**src/rtl/rv32i_pkg.sv**
```systemverilog
// Shared RV32I definitions: widths, instruction field positions, opcodes and
// the fetch-buffer entry layout used by the fetch unit and the op decoder.
package rv32i_pkg;

    localparam int unsigned XLEN = 32;
    localparam int unsigned ILEN = 32;

    localparam int unsigned OP_LSB   = 0;
    localparam int unsigned OP_MSB   = 6;
    localparam int unsigned FUN3_LSB = 12;
    localparam int unsigned FUN3_MSB = 14;
    localparam int unsigned FUN7_LSB = 25;
    localparam int unsigned FUN7_MSB = 31;

    localparam logic [XLEN-1:0] RESET_PC_DEFAULT = 32'h0000_0000;

    localparam logic [6:0] OPC_LUI      = 7'b0110111;
    localparam logic [6:0] OPC_AUIPC    = 7'b0010111;
    localparam logic [6:0] OPC_JAL      = 7'b1101111;
    localparam logic [6:0] OPC_JALR     = 7'b1100111;
    localparam logic [6:0] OPC_BRANCH   = 7'b1100011;
    localparam logic [6:0] OPC_LOAD     = 7'b0000011;
    localparam logic [6:0] OPC_STORE    = 7'b0100011;
    localparam logic [6:0] OPC_OP_IMM   = 7'b0010011;
    localparam logic [6:0] OPC_OP       = 7'b0110011;
    localparam logic [6:0] OPC_MISC_MEM = 7'b0001111;
    localparam logic [6:0] OPC_SYSTEM   = 7'b1110011;

    typedef struct packed {
        logic [XLEN-1:0] pc;
        logic [ILEN-1:0] instr;
    } fetch_entry_t;

endpackage

```
**src/rtl/rv32i_sync_fifo.sv**
```systemverilog
// Small synchronous FIFO with flush; the head entry is read straight from the
// storage registers. A push into a full FIFO is accepted only alongside a pop.
module rv32i_sync_fifo #(
    parameter int unsigned WIDTH = 32,
    parameter int unsigned DEPTH = 2
) (
    input  logic                     clk,
    input  logic                     rst_n,
    input  logic                     push,
    input  logic                     pop,
    input  logic                     flush,
    input  logic [WIDTH-1:0]         wdata,
    output logic [WIDTH-1:0]         rdata,
    output logic                     full,
    output logic                     empty,
    output logic [$clog2(DEPTH):0]   count
);

    localparam int unsigned AW = $clog2(DEPTH);
    localparam int unsigned CW = AW + 1;

    logic [WIDTH-1:0] mem [DEPTH];
    logic [AW-1:0]    wr_ptr;
    logic [AW-1:0]    rd_ptr;
    logic             do_push;
    logic             do_pop;

    assign full    = (count == CW'(DEPTH));
    assign empty   = (count == '0);
    assign do_pop  = pop && !empty;
    assign do_push = push && (!full || pop);
    assign rdata   = mem[rd_ptr];

    always_ff @(posedge clk or negedge rst_n) begin
        if (!rst_n) begin
            mem    <= '{default: '0};
            wr_ptr <= '0;
            rd_ptr <= '0;
            count  <= '0;
        end else if (flush) begin
            wr_ptr <= '0;
            rd_ptr <= '0;
            count  <= '0;
        end else begin
            if (do_push) begin
                mem[wr_ptr] <= wdata;
                wr_ptr      <= wr_ptr + 1'b1;
            end
            if (do_pop) begin
                rd_ptr <= rd_ptr + 1'b1;
            end
            case ({do_push, do_pop})
                2'b10:   count <= count + 1'b1;
                2'b01:   count <= count - 1'b1;
                default: ;
            endcase
        end
    end

endmodule

```
**src/rtl/rv32i_fetch_unit.sv**
```systemverilog
// RV32I instruction fetch: PC, imem req/gnt/rvalid, in-order prefetch buffer
// and redirect flush. Define RV32I_FETCH_BYPASS_EN for same-cycle rvalid bypass.
module rv32i_fetch_unit
    import rv32i_pkg::*;
#(
    parameter logic [XLEN-1:0] RESET_PC = RESET_PC_DEFAULT,
    parameter int unsigned     DEPTH    = 2
) (
    input  logic            clk_i,
    input  logic            rst_n_i,
    output logic            imem_req_o,
    output logic [XLEN-1:0] imem_addr_o,
    input  logic            imem_gnt_i,
    input  logic            imem_rvalid_i,
    input  logic [ILEN-1:0] imem_rdata_i,
    input  logic            redirect_i,
    input  logic [XLEN-1:0] redirect_pc_i,
    output logic            instr_valid_o,
    input  logic            instr_ready_i,
    output logic [ILEN-1:0] instr_o,
    output logic [XLEN-1:0] instr_pc_o,
    output logic [6:0]      op_o,
    output logic [2:0]      fun3_o,
    output logic [6:0]      fun7_o
);

    localparam int unsigned FW = $clog2(DEPTH) + 1;
    localparam int unsigned CW = FW + 1;

    logic [XLEN-1:0] pc;
    logic [CW-1:0]   discard;
    logic [CW-1:0]   inflight;
    logic [FW-1:0]   occ;
    logic [FW-1:0]   outstanding;
    logic            fifo_full, fifo_empty;
    logic            tag_full, tag_empty;
    logic [XLEN-1:0] tag_pc;
    fetch_entry_t    head, push_entry, out_entry;
    logic            grant, rsp_live, rsp_take, bypass, push, pop;

    // The tag queue holds exactly the PCs of live outstanding requests, so its
    // occupancy doubles as the outstanding count.
    assign inflight    = CW'(occ) + CW'(outstanding) + discard;
    assign imem_req_o  = rst_n_i && !fifo_full && !tag_full && (inflight < CW'(DEPTH));
    assign imem_addr_o = pc;
    assign grant       = imem_req_o && imem_gnt_i;
    assign rsp_live    = imem_rvalid_i && (!tag_empty || discard != '0);
    assign rsp_take    = imem_rvalid_i && !tag_empty && (discard == '0);
    assign push_entry  = '{pc: tag_pc, instr: imem_rdata_i};

`ifdef RV32I_FETCH_BYPASS_EN
    assign bypass    = rsp_take && fifo_empty && !redirect_i;
    assign out_entry = bypass ? push_entry : head;
`else
    assign bypass    = 1'b0;
    assign out_entry = head;
`endif

    assign push          = rsp_take && !redirect_i && !(bypass && instr_ready_i);
    assign pop           = instr_ready_i && !fifo_empty && !redirect_i;
    assign instr_valid_o = !fifo_empty || bypass;
    assign instr_o       = out_entry.instr;
    assign instr_pc_o    = out_entry.pc;
    assign op_o          = instr_o[OP_MSB:OP_LSB];
    assign fun3_o        = instr_o[FUN3_MSB:FUN3_LSB];
    assign fun7_o        = instr_o[FUN7_MSB:FUN7_LSB];

    always_ff @(posedge clk_i or negedge rst_n_i) begin
        if (!rst_n_i) begin
            pc      <= RESET_PC & ~32'h3;
            discard <= '0;
        end else if (redirect_i) begin
            // Everything in flight at the redirect, including this cycle's grant,
            // must drain as discarded responses.
            pc      <= redirect_pc_i & ~32'h3;
            discard <= discard + CW'(outstanding) + CW'(grant) - CW'(rsp_live);
        end else begin
            if (grant) begin
                pc <= pc + 32'd4;
            end
            if (imem_rvalid_i && discard != '0) begin
                discard <= discard - 1'b1;
            end
        end
    end

    rv32i_sync_fifo #(
        .WIDTH (XLEN + ILEN),
        .DEPTH (DEPTH)
    ) u_instr_fifo (
        .clk   (clk_i),
        .rst_n (rst_n_i),
        .push  (push),
        .pop   (pop),
        .flush (redirect_i),
        .wdata (push_entry),
        .rdata (head),
        .full  (fifo_full),
        .empty (fifo_empty),
        .count (occ)
    );

    rv32i_sync_fifo #(
        .WIDTH (XLEN),
        .DEPTH (DEPTH)
    ) u_tag_queue (
        .clk   (clk_i),
        .rst_n (rst_n_i),
        .push  (grant),
        .pop   (rsp_take),
        .flush (redirect_i),
        .wdata (pc),
        .rdata (tag_pc),
        .full  (tag_full),
        .empty (tag_empty),
        .count (outstanding)
    );

endmodule
```
**config.mk**
```make
export PLATFORM = sky130hd
export DESIGN_NAME = rv32i_fetch_unit
export DESIGN_NICKNAME = d
export VERILOG_FILES = /design/src/rtl/rv32i_pkg.sv /design/src/rtl/rv32i_sync_fifo.sv /design/src/rtl/rv32i_fetch_unit.sv
export SDC_FILE = /design/constraint.sdc
export NUM_CORES = 1
export LEC_CHECK = 0
export ABC_AREA = 1
export CAP_MARGIN = 30
export CORE_ASPECT_RATIO = 1.5
export CORE_UTILIZATION = 35
export DETAILED_ROUTE_END_ITERATION = 8
export DONT_BUFFER_PORTS = 1
export GPL_ROUTABILITY_DRIVEN = 0
export SETUP_SLACK_MARGIN = 0.5
export SYNTH_ARGS = -nofsm -noshare
export SYNTH_HDL_FRONTEND = slang
export SYNTH_HIERARCHICAL = 1
export SYNTH_SLANG_ARGS = --single-unit
export TNS_END_PERCENT = 30
```
**constraint.sdc**
```tcl
create_clock -name clk_i -period 6.49 [get_ports clk_i]
set_input_delay 0.3245 -clock clk_i [delete_from_list [all_inputs] [get_ports clk_i]]
set_output_delay 0.3245 -clock clk_i [all_outputs]
set_load 0.01 [all_outputs]
```
==> results.md <==
- Status: completed
- Layout cell share with drive strength beyond 1: 0.1552
- Antenna violations before repair: 0
- H-tree depth: 1
- WHS: 33.30 ps
- NumNets Final: 1659
- Largest net degree at the start of global routing: 234
- Final TNS setup: 0 ps
- Synth Instances: 1552
- Total Power: 5.098 mW
- Die X: 156.7 microns
- GRT overflow: 0
- Setup violators final: 0
- Pins Over Slew Limit: 0
- Max cap viols: 0
- Initial Util: 0.3567
- Critical Path Start Type: flop
- WP data required: 6910 ps
- Clock sinks: 233
- Crit-path max cell delay: 700 ps
- Synthesis Warnings: 6
- Core Box Area: 35210 sq um
- # IOs: 185
- Initial DRT Pass Iterations: 5
- # DRC: 0
- Longest Clk Path Bufs: 3
- WP depth: 12
- Final Util: 0.3993
- Worst path cell trace: ha_1 > a21o_1 > ha_1 > inv_1 > nand2_1 > nor2_1 > nand3_1 > nor2_1 > nand4_4 > buf_4 > nand2_1 > o21ai_2
- Number of global-route vias before repair: 9201
- Yosys top cell area share: 0.4642
- Worst slack at placement: 2710 ps
- Post-route worst setup slack: 2716 ps
- Clk slew on worst S/H paths: 60 ps
- CTS tree: built
- Headroom to the max-slew limit: 0.06893
- Top cells by count, synth: nand2_1 (671), dfrtp_1 (233), o21ai_2 (169)
- Per-cell routed wire length: 14.34 microns
- CTS Buf Count: 25
- Die area: 36660 sq um
- Detail Route Antenna Nets: 0
- #FFs+latches synth: 233
- RSZ-0062 raised after global routing: no
- Leakage power: 6.998 nW
- Peak VDD IR: 0.1906 mV
- Synth Flop Type: dfrtp_1
- Period utilization: 0.5815
- Crit-path slowest cell: nand4_4
- Cell taking the most area after synthesis: dfrtp_1
- GR Util All Layers: 0.1638
- Measured slew at the worst slew-check pin: 1397 ps
- Skew final: 24.71 ps
- R2R cell count: 12
- Placed Area: 12510 sq um
- Vias per cell: 4.653
- Final hold viol count: 0
- CP bufs+invs: 2
- EDFF count, synth: 0
- IO buf count: 0
- Register-to-register setup slack: 2720 ps
- Vias: 9608
- Top-count cell post-synth: nand2_1
- Crit path kind: flop to flop
- Family with the most delay on the worst path: simple AND/OR/NAND/NOR gates
- Pwr Density: 362.6 nW/um^2
- CP Capture Type: flop
- Global-route wire length before repair: 47740 microns
- Yosys cell types: 40
- Final WL: 29620 microns
- Post-synthesis sequential area ratio: 0.4642
- Die H: 234.0 microns
- Min Tclk post-route: 3774 ps
- CP arrival: 4190 ps
- Hold-critical path depth: 4
- Mapped cell area: 12560 sq um
- Cell Rows: 84
- ANT cells: 0
- Max Fanout on Critical Path: 39
- Dpl cells: 1947
- Design area: 14060 sq um
- HP Class: primary input to flop
- Clock Tree Root: clkbuf_16
- Async SR Flop Fraction: 1.000
- Fmax: 0.2650 GHz
- Clk_lat worst skew: 550 ps
- Final HPWL DP: 18490 microns
- P&R area growth vs syn: 11.93%
- Syn avg cell area: 8.092 sq um
- Synth area leaders: dfrtp_1 (46%), nand2_1 (20%), o21ai_2 (12%), inv_1 (4.8%), nand3_1 (2.9%)
- DR iter-0 viols: 604
- Final std cells w/o fill: 2065
==> cell usage in the layout (no fill, tap or decap), types with 2 or more instances in the layout <==
master           n
clkinv_2         6
nor3_1           2
dfrtp_1        232
a21oi_1          5
fa_1             3
nand4_1          2
dlygate4sd3_1   76
clkbuf_1         3
clkbuf_8         5
and2_1           2
buf_16           2
o21ai_2        169
nand3_1         74
nor2_1          46
o21ai_1         14
nor2_4           2
nand2_2         12
xor2_1           6
clkbuf_16       25
ha_1             7
nand2_1        671
buf_4            9
nand4_4          3
o21ai_0         23
nand2_4          2
nand3_2          2
inv_2            3
inv_1          161
conb_1           4
xnor2_1          7
==> tightest hold or removal path, delay by kind of cell <==
kind / cells / cell delay [ps]
AOI/OAI and AO/OA: 2 / 120
and+or+nand+nor: 2 / 80
==> state kept, by name, indices dropped and copies added, names as in the netlist <==
| signal | flops |
|---|---|
| u_instr_fifo/count | 2 |
| u_tag_queue/count | 2 |
| u_tag_queue/mem | 64 |
| u_tag_queue/rd_ptr | 1 |
| u_instr_fifo/wr_ptr | 1 |
| u_instr_fifo/rd_ptr | 1 |
| u_instr_fifo/mem | 128 |
| u_tag_queue/wr_ptr | 1 |
| imem_addr_o | 30 |
| discard | 3 |
==> kinds of logic (layout without fill, tap and decap cells) <==
group,count (synthesis),count (layout),share of synthesized area
xor+xnor,13,13,0.009066
other cells,1,4,0.0002986
buf+inv,257,294,0.1111
fa+ha+maj,10,10,0.01176
flops,233,233,0.4642
simple gates,824,824,0.2673
compound gates,214,214,0.1363
==> path summary, 6_finish.rpt <==
path                                         to             startpoint
max                         u_tag_queue/mem[27]  u_instr_fifo/count[0]
min                                  discard[1]             redirect_i
max reg2reg                 u_tag_queue/mem[27]  u_instr_fifo/count[0]
min reg2reg                u_instr_fifo/mem[34]   u_instr_fifo/mem[34]
max in group asynchronous   u_instr_fifo/rd_ptr                rst_n_i
min in group asynchronous  u_instr_fifo/mem[72]                rst_n_i
==> layer usage <==
metal | part of all wire | GRT usage
met5 | 0 | 0
met4 | 0.029 | 0.06097
met3 | 0.048 | 0.02606
met2 | 0.49 | 0.2928
met1 | 0.43 | 0.1963
==> what timing repair did <==
item	4_1_cts	5_1_grt
hold buffers	77	0
resized for setup	0	0
setup buffers	0	0
endpoints found under the hold margin	332	0
==> area by class of cell <==
class / instances / area (sq um)
clock inverter: 7 / 38.79
sequential: 233 / 5832
inverter: 165 / 619.3
clock buffer: 33 / 705.7
tap: 473 / 591.8
timing repair buffer: 89 / 918.4
fill: 3548 / 21150
multi-input combinational: 1065 / 5353
==> power by group <==
part	internal (mW)	switching, mW	total, mW	leakage (nW)
combinational	0.545	1.07	1.61	3.50
sequential	1.83	0.320	2.15	3.12
clock	0.755	0.575	1.33	0.376
total	3.13	1.96	5.10	7.00
Note: power is estimated with default switching activity, not from simulation.
